<file path="config.mk">
export PLATFORM = sky130hd
export DESIGN_NAME = shrimp_fetch_sequencer_flat
export DESIGN_NICKNAME = d
export VERILOG_FILES = /design/src/rtl/shrimp_fetch_pkg.sv /design/src/rtl/shrimp_fetch_sequencer_if.sv /design/src/rtl/shrimp_fetch_sequencer.sv /design/src/flat_wrapper.sv
export SDC_FILE = /design/constraint.sdc
export NUM_CORES = 1
export LEC_CHECK = 0
export ABC_AREA = 1
export CORE_MARGIN = 5
export CORE_UTILIZATION = 31
export CTS_CLUSTER_DIAMETER = 150
export CTS_CLUSTER_SIZE = 20
export DETAILED_ROUTE_END_ITERATION = 12
export PLACE_DENSITY = 0.87
export SLEW_MARGIN = 30
export SYNTH_ARGS = -nofsm -noshare
export SYNTH_HDL_FRONTEND = slang
export SYNTH_SLANG_ARGS = --single-unit
</file>
<file path="constraint.sdc">
create_clock -name clock -period 1.9 [get_ports clock]
set_clock_uncertainty 0.2 [all_clocks]
set_input_delay 0.19 -clock clock [delete_from_list [all_inputs] [get_ports clock]]
set_output_delay 0.19 -clock clock [all_outputs]
set_load 0.01 [all_outputs]
</file>
<file path="src/rtl/shrimp_fetch_pkg.sv">
// Shared widths and state encoding for the shrimp fetch sequencer.
package shrimp_fetch_pkg;

  localparam int ADDR_W  = 16;
  localparam int INSTR_W = 16;
  localparam int PC_STEP = 2;

  typedef enum logic [2:0] {
    REQ    = 3'd0,
    WAIT   = 3'd1,
    HOLD   = 3'd2,
    DRAIN  = 3'd3,
    HALTED = 3'd4,
    FAULT  = 3'd5
  } fetch_state_t;

endpackage

</file>
<file path="src/rtl/shrimp_fetch_sequencer_if.sv">
// Counter, instruction-memory and decode signals of the fetch sequencer.
// master = sequencer side, slave = surrounding counter/memory/decode side.
interface shrimp_fetch_sequencer_if;
  import shrimp_fetch_pkg::*;

  logic [ADDR_W-1:0]  pc_in;
  logic               pc_reset;
  logic               pc_jump;
  logic [ADDR_W-1:0]  pc_jump_addr;
  logic               mem_req_valid;
  logic [ADDR_W-1:0]  mem_req_addr;
  logic               mem_req_ready;
  logic               mem_resp_valid;
  logic [INSTR_W-1:0] mem_resp_data;
  logic               instr_valid;
  logic [INSTR_W-1:0] instr_data;
  logic [ADDR_W-1:0]  instr_addr;
  logic               instr_ready;
  logic               redirect_valid;
  logic [ADDR_W-1:0]  redirect_addr;
  logic               halt;
  logic               halted;
  logic               fault;

  modport master (
    input  pc_in, mem_req_ready, mem_resp_valid, mem_resp_data,
           instr_ready, redirect_valid, redirect_addr, halt,
    output pc_reset, pc_jump, pc_jump_addr, mem_req_valid, mem_req_addr,
           instr_valid, instr_data, instr_addr, halted, fault
  );

  modport slave (
    output pc_in, mem_req_ready, mem_resp_valid, mem_resp_data,
           instr_ready, redirect_valid, redirect_addr, halt,
    input  pc_reset, pc_jump, pc_jump_addr, mem_req_valid, mem_req_addr,
           instr_valid, instr_data, instr_addr, halted, fault
  );

endinterface

</file>
<file path="src/rtl/shrimp_fetch_sequencer.sv">
// Fetch sequencer: steers the instruction counter and issues one fetch at a time.
// Define SHRIMP_FETCH_ALIGN_CHECK_EN to trap misaligned redirects in a sticky FAULT state.
module shrimp_fetch_sequencer
  import shrimp_fetch_pkg::*;
(
  input  logic                      clock,
  input  logic                      reset,
  shrimp_fetch_sequencer_if.master  bus
);

  localparam logic [2:0] ST_REQ    = REQ;
  localparam logic [2:0] ST_WAIT   = WAIT;
  localparam logic [2:0] ST_HOLD   = HOLD;
  localparam logic [2:0] ST_DRAIN  = DRAIN;
  localparam logic [2:0] ST_HALTED = HALTED;
`ifdef SHRIMP_FETCH_ALIGN_CHECK_EN
  localparam logic [2:0] ST_FAULT  = FAULT;
`endif

  logic [2:0]         state_q, state_d;
  logic [INSTR_W-1:0] instr_q, instr_d;
  logic [ADDR_W-1:0]  redir_target;
  logic               in_fault;

  assign redir_target = {bus.redirect_addr[ADDR_W-1:1], 1'b0};

`ifdef SHRIMP_FETCH_ALIGN_CHECK_EN
  assign in_fault = (state_q == ST_FAULT);
`else
  assign in_fault = 1'b0;
`endif

  always_comb begin
    // NOTE: every output and next-state gets a default first so no path leaves it unassigned (no latches).
    state_d           = state_q;
    instr_d           = instr_q;
    bus.pc_reset      = reset;
    bus.pc_jump       = 1'b1;
    bus.pc_jump_addr  = bus.pc_in;
    bus.mem_req_valid = 1'b0;
    bus.mem_req_addr  = bus.pc_in;
    bus.instr_valid   = 1'b0;
    bus.instr_data    = instr_q;
    bus.instr_addr    = bus.pc_in;
    bus.halted        = 1'b0;
    bus.fault         = 1'b0;

    case (state_q)
      ST_REQ: begin
        bus.mem_req_valid = !bus.halt;
        if (bus.redirect_valid)
          state_d = (!bus.halt && bus.mem_req_ready) ? ST_DRAIN : ST_REQ;
        else if (bus.halt)
          state_d = ST_HALTED;
        else if (bus.mem_req_ready)
          state_d = ST_WAIT;
      end
      ST_WAIT: begin
        if (bus.mem_resp_valid) begin
          if (bus.redirect_valid) begin
            state_d = ST_REQ;
          end else begin
            instr_d = bus.mem_resp_data;
            state_d = ST_HOLD;
          end
        end else if (bus.redirect_valid) begin
          state_d = ST_DRAIN;
        end
      end
      ST_HOLD: begin
        // A redirect kills the held word, so it is never offered as accepted.
        bus.instr_valid = !bus.redirect_valid;
        if (bus.redirect_valid) begin
          state_d = ST_REQ;
        end else if (bus.instr_ready) begin
          bus.pc_jump = 1'b0;
          state_d     = ST_REQ;
        end
      end
      ST_DRAIN: begin
        if (bus.mem_resp_valid) state_d = ST_REQ;
      end
      ST_HALTED: begin
        bus.halted = 1'b1;
        if (!bus.halt && !bus.redirect_valid) state_d = ST_REQ;
      end
`ifdef SHRIMP_FETCH_ALIGN_CHECK_EN
      ST_FAULT: bus.fault = 1'b1;
`endif
      default: state_d = ST_REQ;
    endcase

    if (bus.redirect_valid && !in_fault) begin
      bus.pc_jump = 1'b1;
`ifdef SHRIMP_FETCH_ALIGN_CHECK_EN
      if (bus.redirect_addr[0]) begin
        bus.pc_jump_addr = bus.pc_in;
        bus.instr_valid  = 1'b0;
        state_d          = ST_FAULT;
      end else begin
        bus.pc_jump_addr = redir_target;
      end
`else
      bus.pc_jump_addr = redir_target;
`endif
    end

    if (reset) begin
      bus.pc_jump       = 1'b0;
      bus.mem_req_valid = 1'b0;
      bus.instr_valid   = 1'b0;
      bus.halted        = 1'b0;
      bus.fault         = 1'b0;
    end
  end

  always_ff @(posedge clock) begin
    if (reset) begin
      state_q <= ST_REQ;
      // NOTE: instr_q is only observed in HOLD, but clearing it keeps the decode bus deterministic after reset.
      instr_q <= '0;
    end else begin
      // NOTE: non-blocking assignments so all state updates see pre-edge values.
      state_q <= state_d;
      instr_q <= instr_d;
    end
  end

endmodule

</file>
<file path="src/flat_wrapper.sv">
// flat-port wrapper written by rule: the top's interface ports become plain ports
module shrimp_fetch_sequencer_flat import shrimp_fetch_pkg::*;
  (clock, reset, bus_pc_in, bus_mem_req_ready, bus_mem_resp_valid, bus_mem_resp_data, bus_instr_ready, bus_redirect_valid, bus_redirect_addr, bus_halt, bus_pc_reset, bus_pc_jump, bus_pc_jump_addr, bus_mem_req_valid, bus_mem_req_addr, bus_instr_valid, bus_instr_data, bus_instr_addr, bus_halted, bus_fault);
  shrimp_fetch_sequencer_if bus_i ();
  input  logic clock;
  input  logic reset;
  input wire logic [$bits(bus_i.pc_in)-1:0] bus_pc_in;
  input wire logic [$bits(bus_i.mem_req_ready)-1:0] bus_mem_req_ready;
  input wire logic [$bits(bus_i.mem_resp_valid)-1:0] bus_mem_resp_valid;
  input wire logic [$bits(bus_i.mem_resp_data)-1:0] bus_mem_resp_data;
  input wire logic [$bits(bus_i.instr_ready)-1:0] bus_instr_ready;
  input wire logic [$bits(bus_i.redirect_valid)-1:0] bus_redirect_valid;
  input wire logic [$bits(bus_i.redirect_addr)-1:0] bus_redirect_addr;
  input wire logic [$bits(bus_i.halt)-1:0] bus_halt;
  output wire logic [$bits(bus_i.pc_reset)-1:0] bus_pc_reset;
  output wire logic [$bits(bus_i.pc_jump)-1:0] bus_pc_jump;
  output wire logic [$bits(bus_i.pc_jump_addr)-1:0] bus_pc_jump_addr;
  output wire logic [$bits(bus_i.mem_req_valid)-1:0] bus_mem_req_valid;
  output wire logic [$bits(bus_i.mem_req_addr)-1:0] bus_mem_req_addr;
  output wire logic [$bits(bus_i.instr_valid)-1:0] bus_instr_valid;
  output wire logic [$bits(bus_i.instr_data)-1:0] bus_instr_data;
  output wire logic [$bits(bus_i.instr_addr)-1:0] bus_instr_addr;
  output wire logic [$bits(bus_i.halted)-1:0] bus_halted;
  output wire logic [$bits(bus_i.fault)-1:0] bus_fault;
  assign bus_i.pc_in = bus_pc_in;
  assign bus_i.mem_req_ready = bus_mem_req_ready;
  assign bus_i.mem_resp_valid = bus_mem_resp_valid;
  assign bus_i.mem_resp_data = bus_mem_resp_data;
  assign bus_i.instr_ready = bus_instr_ready;
  assign bus_i.redirect_valid = bus_redirect_valid;
  assign bus_i.redirect_addr = bus_redirect_addr;
  assign bus_i.halt = bus_halt;
  assign bus_pc_reset = bus_i.pc_reset;
  assign bus_pc_jump = bus_i.pc_jump;
  assign bus_pc_jump_addr = bus_i.pc_jump_addr;
  assign bus_mem_req_valid = bus_i.mem_req_valid;
  assign bus_mem_req_addr = bus_i.mem_req_addr;
  assign bus_instr_valid = bus_i.instr_valid;
  assign bus_instr_data = bus_i.instr_data;
  assign bus_instr_addr = bus_i.instr_addr;
  assign bus_halted = bus_i.halted;
  assign bus_fault = bus_i.fault;
  shrimp_fetch_sequencer u_core (.clock(clock), .reset(reset), .bus(bus_i));
endmodule
</file>
==> results_dict.tcl, run 1 <==
set metrics [dict create \
    status "finished clean" \
    clkTransAtPathRegs_ps 70 \
    initial_utilization_pct 31.56 \
    final_common_cell "clkdlybuf4s50_1" \
    clock-sinks 19 \
    yosys_warnings 0 \
    p_leak_nw 1.131 \
    drc 0 \
    drv_cap 0 \
    htreeDepth 1 \
    place_inst 358 \
    cts_buffer_depth 2 \
    synth_fp_nets 270 \
    arrival_ps 1440 \
    max-vdd-ir-drop_v 0.0005795 \
    wl_per_cell_um 12.91 \
    critPathRequiredTime_ps 1510 \
    io_pins 125 \
    antenna_found_initial 0 \
    critical_path.max_fanout 5 \
    synthCells 215 \
    areaGrowthSynthToFinish_pct 84.03 \
    ys_seq_elements 19 \
    finalCriticalPeriod_ps 1831 \
    cts-root-buf "clkbuf_8" \
    hold_viol_final 0 \
    finalPower_w 0.001440 \
    yosysSeqAreaShare_pct 28.07 \
    layout-drive-gt1-share_pct 11.22 \
    netlist-cell-type-count 24 \
    dr.pass1.iters 4 \
    critical-path-top-delay-family "buffers and inverters" \
    drv_slew 0 \
    hold_path_class "flip-flop to flip-flop" \
    start_kind "input port" \
    crit_type "input port to output port" \
    fin_crit_sh_pct 96.37 \
    grt_overflow 0 \
    path_buf_inv 3 \
    route.vias.total 1640 \
    gp_congestion 0.8871 \
    final_util_pct 58.07 \
    most-common-layout-cells "117 x clkdlybuf4s50_1, 55 x nand2_1, 41 x nor2_1" \
    dpl.hpwl_um 3831 \
    tns_ps 0 \
    fill_cells 391 \
    syn-mean-instance-area_um2 6.303 \
    drt-total-wl_um 4700 \
    synth_area_um2 1355 \
    drtIter0Drc 26 \
    diodes 0 \
    crit_path_frequent_cell "clkdlybuf4s50_1" \
    core.rowCount 24 \
    cts_hold_buf 0 \
    setup_viol 0 \
    slowest_delay_ps 560 \
    nets 368 \
    die_y_um 76.12 \
    die_w_um 76.12 \
    cts_tree "built" \
    crit_chain "clkdlybuf4s50_1 -> buf_4 -> clkdlybuf4s50_1" \
    clock.fmax_ghz 0.5462 \
    cts_buffers 3 \
    core_area_um2 4294 \
    dieArea_um2 5793 \
    worstSetupEndpointType "output port" \
    instances_no_fill 364 \
    power.density_nw_per_um2 577.5 \
    rsz0062_at_grt "false" \
    clkLatencyLatePin_ps 270 \
    grt_pass1_vias 1602 \
    grt_usage_pct 15.48 \
    ant_nets 0 \
    critical-path-slowest-cell "clkdlybuf4s50_1" \
    grt_pass1_wl_um 7521 \
    port_buffers 122 \
    grt_max_degree 19 \
    viasPerCell 4.505 \
]
## final timing paths
path,from,cells after the start,slack [ps],end
setup / recovery,reset,3,70,bus_pc_reset
hold / removal,u_core.bus.instr_data[9],2,300,u_core.bus.instr_data[9]
setup reg to reg,u_core.state_q[2],6,410,u_core.bus.instr_data[14]
hold reg to reg,u_core.bus.instr_data[9],2,300,u_core.bus.instr_data[9]
## registers in the layout, summed over array words and instances, names as in the netlist
name / count
u_core.state_q: 3
u_core.bus.instr_data: 16
## stage by stage
| stage | setup WS, ps | hold slack, ps | instance area, um^2 |
|---|---|---|---|
| after floorplan | 455.7 | 59.07 | 1355 |
| after global placement | -99.22 | 273.1 | 2429 |
| after detailed placement | -186.7 | 281.3 | 2429 |
| after CTS | 54.04 | 295.9 | 2494 |
| after global routing | 6.665 | 318.6 | 2494 |
| final | 69.01 | 297.8 | 2494 |
## power breakdown
group	leakage, nW	total [W]	switching [W]	internal, W
combinational	0.950	0.000665	0.000297	0.000368
sequential	0.155	0.000487	0.0000418	0.000445
clock	0.0255	0.000288	0.000142	0.000146
## area by class of cell
| cell class | instances | area, um^2 | share of cell area, % |
|---|---|---|---|
| inverters | 14 | 55.05 | 2.208 |
| flip-flops and latches | 19 | 382.9 | 15.35 |
| clock inverters | 1 | 5.005 | 0.2007 |
| multi-input cells | 141 | 625.6 | 25.09 |
| clock buffers | 3 | 41.29 | 1.656 |
| well taps | 52 | 65.06 | 2.609 |
| repair buffers | 134 | 1319 | 52.88 |
## logic make-up (layout without fill, tap and decap cells)
kind of cell    count (synthesis)  in the layout  share of synthesized area (%)
other cells                     1              1                         0.2767
compound gates                 19             19                          7.202
flops                          19             19                          28.07
buf+inv                        55            152                          26.22
simple gates                  121            121                          38.23
## cells in the mapped netlist (all sizes together)
library cell | instances | area [um^2]
conb | 1 | 3.750
buf | 39 | 291.5
nand4 | 3 | 18.77
o21ai | 17 | 85.08
nand3 | 8 | 45.04
nand2 | 55 | 206.5
o21bai | 1 | 7.510
clkbuf | 2 | 8.750
a21oi | 1 | 5.000
nor2 | 52 | 220.2
nor3 | 2 | 21.27
nor4 | 1 | 6.260
inv | 14 | 55.05
dfxtp | 19 | 380.4
## layer usage
metal  wire, um  up-vias  global-route usage [%]
met5          0        -                       0
met4         95        0                   6.818
met3        712        7                   6.383
met2       2069      103                   26.46
met1       1822      707                   16.59
li1           -      823                       -
## what timing repair did
action / CTS / global route
endpoints found under the setup margin: 19 / 0
resized for setup: 12 / 0
setup buffers: 1 / 0
## worst reg2reg max path: cells and delay by family (launching register included)
family | cells | cell delay, ps
AOI/OAI and AO/OA | 1 | 80
and+or+nand+nor | 3 | 450
DFF | 1 | 350
buffers and inverters | 2 | 340
(Power assumes the default switching activity.)
==> run 2, diff against run 1 <==
--- a/config.mk
+++ b/config.mk
@@ -6,6 +6,7 @@
 export NUM_CORES = 1
 export LEC_CHECK = 0
 export ABC_AREA = 1
+export CAP_MARGIN = 20
 export CORE_MARGIN = 5
 export CORE_UTILIZATION = 31
 export CTS_CLUSTER_DIAMETER = 150
==> results of run 2 <==
Same layout as run 1: the final DEF is identical, and so are final timing and power.
==> run 3, diff against run 2 <==
--- a/config.mk
+++ b/config.mk
@@ -12,7 +12,7 @@
 export CTS_CLUSTER_DIAMETER = 150
 export CTS_CLUSTER_SIZE = 20
 export DETAILED_ROUTE_END_ITERATION = 12
-export PLACE_DENSITY = 0.87
+export PLACE_DENSITY = 0.81
 export SLEW_MARGIN = 30
 export SYNTH_ARGS = -nofsm -noshare
 export SYNTH_HDL_FRONTEND = slang
==> results_dict.tcl, run 3 (synthesized netlist as in run 1, its figures left out) <==
set metrics [dict create \
    clkTransAtPathRegs_ps 70 \
    gp_congestion 0.8150 \
    rsz0062_at_grt "false" \
    critical-path-top-delay-family "buffers and inverters" \
    antenna_found_initial 0 \
    io_pins 125 \
    critical-path-slowest-cell "clkdlybuf4s50_1" \
    dr.pass1.iters 5 \
    cts_buffers 3 \
    crit_type "input port to output port" \
    p_leak_nw 1.175 \
    clkLatencyLatePin_ps 260 \
    largest_register_ffs 16 \
    grt_overflow 0 \
    core_area_um2 4294 \
    regToRegSetupSlack_ps 330 \
    setup_viol 0 \
    max-vdd-ir-drop_v 0.0004696 \
    crit_chain "clkdlybuf4s50_1 -> buf_4 -> clkdlybuf4s50_1" \
    fin_crit_sh_pct 97.37 \
    start_kind "input port" \
    worstSetupEndpointType "output port" \
    initial_utilization_pct 31.56 \
    critPathRequiredTime_ps 1510 \
    arrival_ps 1460 \
    cts_buffer_depth 2 \
    nets 370 \
    fill_cells 411 \
    dpl.hpwl_um 3769 \
    finalCriticalPeriod_ps 1850 \
    grt_max_degree 19 \
    layout-drive-gt1-share_pct 10.83 \
    diodes 0 \
    instances_no_fill 366 \
    grt_pass1_vias 1545 \
    drc 0 \
    place_inst 361 \
    clock-sinks 19 \
    areaGrowthSynthToFinish_pct 84.03 \
    wl_per_cell_um 12.45 \
    port_buffers 122 \
    slowest_delay_ps 580 \
    path_buf_inv 3 \
    die_w_um 76.12 \
    drv_slew 0 \
    die_y_um 76.12 \
    dieArea_um2 5793 \
    route.vias.total 1634 \
    hold_ws_ps 302.3 \
    hold_viol_final 0 \
    most-common-layout-cells "102 x clkdlybuf4s50_1, 55 x nand2_1, 41 x nor2_1" \
    final_util_pct 58.07 \
    layout_setup_ws_ps 49.88 \
    drtIter0Drc 35 \
    grt_pass1_wl_um 7162 \
    hold_path_class "input port to flip-flop" \
    ant_nets 0 \
    viasPerCell 4.464 \
    cts-root-buf "clkbuf_8" \
    crit_path_frequent_cell "clkdlybuf4s50_1" \
    core.rowCount 24 \
    clock.fmax_ghz 0.5405 \
    drv_cap 0 \
    power.density_nw_per_um2 572.8 \
    pre_cts_slack_ps -104.1 \
    final_common_cell "clkdlybuf4s50_1" \
    status "finished clean" \
    drt-total-wl_um 4556 \
    grt_usage_pct 14.50 \
    critical_path.max_fanout 5 \
    cts_tree "built" \
    htreeDepth 1 \
]
## run 3: cell count changes in the layout (fill, tap and decap cells not counted)
cell and delta:
clkdlybuf4s50_1 -15, dlymetal6s2s_1 +1, buf_2 -1, o21ai_2 -1, buf_6 +1, dlygate4sd2_1 +14, buf_4 +2, o21ai_1 +1
dfxtp_2 -2, dfxtp_1 +2
## run 3: where the power goes
part,leakage (nW),internal (W),total [W],switching (W)
Clock,0.0255,0.000146,0.000290,0.000143
Combinational,0.995,0.000361,0.000664,0.000303
Sequential,0.154,0.000442,0.000475,0.0000330
## run 3: what timing repair did
item                       in CTS  in global routing
pin swaps                       0                  1
buffers inserted                1                  0
resized for setup              23                  2
cloned                          0                  0
hold buffers                    0                  0
setup endpoints to repair      19                  1
## run 3: layout make-up
cell class	instances	area, um^2	area share (%)
Multi-Input combinational cell	141	621.8	24.94
Clock buffer	3	41.29	1.656
Clock inverter	1	5.005	0.2007
Timing Repair Buffer	136	1325	53.14
Tap cell	52	65.06	2.609
Sequential cell	19	380.4	15.25
Inverter	14	55.05	2.208
## run 3: stage by stage
step / setup TNS, ps / total power, W / area, um^2
2_1_floorplan: 0 / 0.0008017 / 1355
3_3_place_gp: -1907 / 0.001156 / 2451
3_5_place_dp: -2242 / 0.001164 / 2451
4_1_cts: 0 / 0.001432 / 2491
5_1_grt: 0 / 0.001514 / 2494
6_report: 0 / 0.001428 / 2494
## run 3: metal layers
layer | vias to the layer above | wire (um) | GRT usage, %
met2 | 99 | 1963 | 24.32
li1 | 834 | - | -
met1 | 695 | 1910 | 16.64
met5 | - | 0 | 0
met4 | 0 | 54 | 4.720
met3 | 6 | 627 | 5.910
## run 3: path summary, 6_finish.rpt
kind / start / endpoint / cells after the start
max reg2reg: u_core.state_q[0] / u_core.bus.instr_data[1] / 6
min reg2reg: u_core.bus.instr_data[9] / u_core.bus.instr_data[9] / 2
max: reset / bus_pc_reset / 3
min: bus_mem_resp_data[0] / u_core.bus.instr_data[0] / 3
## run 3: worst min-delay path, cell delays in order
cell and delay (ps):
clkdlybuf4s50_1 390, nor2_1 100, nor2_1 50
==> RTL edit 1: new RTL, flow settings as in run 1 <==
The option `SHRIMP_FETCH_ALIGN_CHECK_EN` is turned on by a define.
--- a/src/rtl/shrimp_fetch_sequencer.sv
+++ b/src/rtl/shrimp_fetch_sequencer.sv
@@ -1,5 +1,7 @@
 // Fetch sequencer: steers the instruction counter and issues one fetch at a time.
 // Define SHRIMP_FETCH_ALIGN_CHECK_EN to trap misaligned redirects in a sticky FAULT state.
+`define SHRIMP_FETCH_ALIGN_CHECK_EN
+
 module shrimp_fetch_sequencer
   import shrimp_fetch_pkg::*;
 (
Behaviour: not the same (Yosys sat finds a counterexample within 4 cycles, from zero or initial values and one cycle with reset high).
==> RTL edit 1 against run 1 <==
Sequential cell count stayed put. Non-clock buffer count grew 3. Routed wire length is 2.6% lower. Utilization is 2.9 points higher. Cell area barely moved. Hold slack got worse by 0.016 ns. First-iteration DRC count increased by 3.8%. Count of clock-buffer cells in the layout grew 1. Setup slack better by 0.018 ns. Largest cell class unchanged. Synthesized area decreased by 1.2%. Global-route usage shrank 0.65 points. Total power down 16%. Register-to-register slack worse by 0.02 ns.
==> RTL edit 1: results (changes against run 1) <==
syn_nets: 260  # was 270
ys_seq_area_share_pct: 28.41  # was 28.07%
cp.arrival_ns: 1.42  # was 1.44 ns
dpl.cell_count: 352  # was 358
nClkBuffers: 4  # was 3
design.seq.count: 19  # unchanged
n_all_inverters: 13  # was 14
fillCellCount: 378  # was 391
clock.fmax_mhz: 551.5  # was 546.2 MHz
multi_input_area_share_pct: 24.40  # was 25.09%
clk_share_pct: 1.807  # was 1.856%
grt_pass1_wl_um: 6596  # was 7521 um
synth-compound-area-share_pct: 12.71  # was 7.202%
multi_input_area_um2: 608.1  # was 625.6 um^2
place_congestion: 0.8336  # was 0.8871
buffers: 137  # was 134
grt_pass1_vias: 1496  # was 1602
root_buffer: "clkbuf_8"  # unchanged
wl_per_cell_um: 12.86  # was 12.91 um
synth_area_per_cell_um2: 6.531  # was 6.303 um^2
syn_area_um2: 1339  # was 1355 um^2
place_ws_ns: -0.1645  # was -0.1867 ns
antenna_cells: 0  # unchanged
reg2reg_from: "u_core.state_q[0]"  # was u_core.state_q[2]
r2r_setup_slack_ns: 0.39  # was 0.41 ns
nonClkBufAreaFrac_pct: 53.77  # was 52.88%
placed_area_um2: 2445  # was 2429 um^2
drive_gt1_share_pct: 9.477  # was 11.22%
comb.multi_input.count: 133  # was 141
irDropWorstVdd_mv: 0.4290  # was 0.5795 mV
viasPerCell: 4.525  # was 4.505
dp_hpwl_um: 3981  # was 3831 um
crit_fanout: 16  # was 5
startpoint: "u_core.state_q[1]"  # was reset
track_usage_pct: 14.84  # was 15.48%
cts-htree-levels: 1  # unchanged
hold_slack_ns: 0.2823  # was 0.2978 ns
io_buffers: 124  # was 122
sw_frac_of_total_pct: 29.35  # was 33.36%
crit_path_max_incr_delay_ns: 0.33  # was 0.56 ns
min-delay-start: "u_core.bus.instr_data[0]"  # was u_core.bus.instr_data[9]
synthTopCellsByCount: "nand2_1, nor2_1, buf_4, o21ai_0, dfxtp_1"  # was nand2_1, nor2_1, buf_4, dfxtp_1, inv_1
outcome: "completed"  # unchanged
drt_first_iter_violations: 27  # was 26
slowest_stage: "dfxtp_2"  # was clkdlybuf4s50_1
-- RTL edit 1: path summary, 6_finish.rpt --
| path | cells past startpoint | end |
|---|---|---|
| hold / removal | 2 | u_core.bus.instr_data[0] |
| setup reg to reg | 7 | u_core.bus.instr_data[9] |
| setup / recovery | 8 | bus_pc_jump_addr[3] |
| hold reg to reg | 2 | u_core.bus.instr_data[0] |
-- RTL edit 1: power groups by stage --
stage,Combinational (uW),Sequential (uW),Clock [uW]
after floorplan,215,446,0
after global placement,503,435,0
after detailed placement,513,436,0
after CTS,490,427,289
after global routing,537,430,315
final,494,427,282
-- RTL edit 1: repair_timing --
item | 4_1_cts | 5_1_grt
endpoints found under the hold margin | 0 | 0
resized for setup | 21 | 22
endpoints found under the setup margin | 20 | 18
hold buffers | 0 | 0
-- RTL edit 1: layer usage --
| metal | share of wire [%] | GRT usage [%] |
|---|---|---|
| met1 | 31 | 13.77 |
| met3 | 17 | 7.388 |
| met4 | 0.98 | 4.078 |
| met5 | 0 | 0 |
| met2 | 50 | 28.38 |
==> RTL edit 2: new RTL, flow settings as in run 1 <==
Without the edit above. Make the reset (`reset`) asynchronous in one clocked block.
--- a/src/rtl/shrimp_fetch_sequencer.sv
+++ b/src/rtl/shrimp_fetch_sequencer.sv
@@ -114,7 +114,7 @@
     end
   end
 
-  always_ff @(posedge clock) begin
+  always_ff @(posedge clock or posedge reset) begin
     if (reset) begin
       state_q <= ST_REQ;
       // NOTE: instr_q is only observed in HOLD, but clearing it keeps the decode bus deterministic after reset.
Formal check against the unedited RTL: differs if reset is asserted again (counterexample within 4 cycles, from zero or initial values and one cycle with reset high); with reset held inactive, the same outputs for 10 cycles.
==> RTL edit 2 against run 1 <==
Cell area is 3.7% higher. Clock power is 4% lower. Critical path depth is 2 higher. Setup slack better by 0.032 ns. Sequential share of layout area is 3.0 points higher. Total power is 56% higher. Synthesized area is 8.0% higher. Routed wire length is 7.6% lower. Sequential cell count stayed put. Register-to-register slack worse by 0.11 ns. Critical endpoint is now bus_pc_jump_addr[5].
==> RTL edit 2: results (changes against run 1) <==
clkTransAtPathRegs_ns: 0.07  # about the same
comb.multi_input.count: 116  # was 141
crit_path_max_incr_delay_ns: 0.53  # was 0.56 ns
power_frac_seq_pct: 31.6  # was 33.8%
synth_cells: 205  # was 215
place_ws_ns: -0.1037  # was -0.1867 ns
wl_met3_um: 350  # was 712 um
placed_area_um2: 2529  # was 2429 um^2
fp-row-count: 25  # was 24
io_buffers: 122  # unchanged
netlist-cell-type-count: 20  # was 24
synthTopCellsByCount: "nand2_1, buf_4, inv_1, dfrtp_1, o21ai_2"  # was nand2_1, nor2_1, buf_4, dfxtp_1, inv_1
sw_frac_of_total_pct: 35.77  # was 33.36%
wl_met1_um: 1592  # was 1822 um
grt_pass1_vias: 1439  # was 1602
dp_hpwl_um: 3637  # was 3831 um
min_path_type: "in -> async"  # was reg -> reg
met2_length_um: 2371  # was 2069 um
final-hold-violation-count: 0  # unchanged
crit_family: "buffers and inverters"  # unchanged
nClkBuffers: 4  # was 3
postCtsResizedCells: 8  # was 12
synth.area.top_cells: "dfrtp_1, buf_4, nand2_1, o21ai_2, inv_1"  # was dfxtp_1, buf_4, nand2_1, nor2_1, nor2_2
top_layer_used: "met4"  # unchanged
track_usage_pct: 13.06  # was 15.48%
dr_total_vias: 1530  # was 1640
nets: 356  # was 368
p_clk_share_pct: 12.3  # was 20.0%
synth-compound-area-share_pct: 11.11  # was 7.202%
cts-htree-levels: 1  # unchanged
drive_gt1_share_pct: 14.00  # was 11.22%
fin_cells: 354  # was 364
nonClkBufAreaFrac_pct: 50.89  # was 52.88%
fillCellCount: 428  # was 391
grt_antenna_before_repair: 0  # unchanged
outcome: "completed"  # unchanged
n_all_inverters: 29  # was 14
wl_per_cell_um: 12.26  # was 12.91 um
grt_use_met1_pct: 12.43  # was 16.59%
ys_seq_area_share_pct: 32.48  # was 28.07%
root_buffer: "clkbuf_8"  # unchanged
clkLatencyLatePin_ns: 0.25  # was 0.27 ns
synthArstFlopShare_pct: 100.0  # was 0%
cp.arrival_ns: 1.41  # was 1.44 ns
syn_nets: 260  # was 270
drt_first_iter_violations: 41  # was 26
clk_share_pct: 1.742  # was 1.856%
numCtsBuffers: 3  # unchanged
multi_input_area_um2: 573.1  # was 625.6 um^2
seq_share_pct: 18.38  # was 15.35%
buffers: 132  # was 134
use_met3_pct: 2.381  # was 6.383%
p_leak_uw: 0.001261  # was 0.001131 uW
gr-usage-met2_pct: 28.52  # was 26.46%
irDropWorstVdd_mv: 0.5877  # was 0.5795 mV
grt_max_degree: 33  # was 19
seq_area_um2: 475.5  # was 382.9 um^2
crit_fanout: 7  # was 5
place_congestion: 0.7677  # was 0.8871
grt_pass1_wl_um: 6658  # was 7521 um
[RTL edit 2: cell types whose count changed after synthesis, moves of 12 or more]
cell | run 1 | this run
nand2_1 | 55 | 67
o21ai_2 | 0 | 16
inv_1 | 12 | 28
dfxtp_1 | 19 | 0
nor2_1 | 42 | 7
dfrtp_1 | 0 | 19
[RTL edit 2: worst paths after layout]
check | from | to | slack [ns]
max | bus_redirect_valid | bus_pc_jump_addr[5] | 0.10
min | reset | u_core.state_q[0] | 0.20
min in group clock | bus_mem_resp_data[5] | u_core.bus.instr_data[5] | 0.28
max reg2reg | u_core.state_q[2] | u_core.bus.instr_data[13] | 0.30
max in group asynchronous | reset | u_core.bus.instr_data[6] | 1.09
min reg2reg | u_core.bus.instr_data[15] | u_core.bus.instr_data[15] | 0.28
[RTL edit 2: stage by stage]
step,TNS [ns],power (uW)
2_1_floorplan,0,1322
3_3_place_gp,-1.427,1936
3_5_place_dp,-1.444,1975
4_1_cts,0,2274
5_1_grt,0,2403
6_report,0,2249
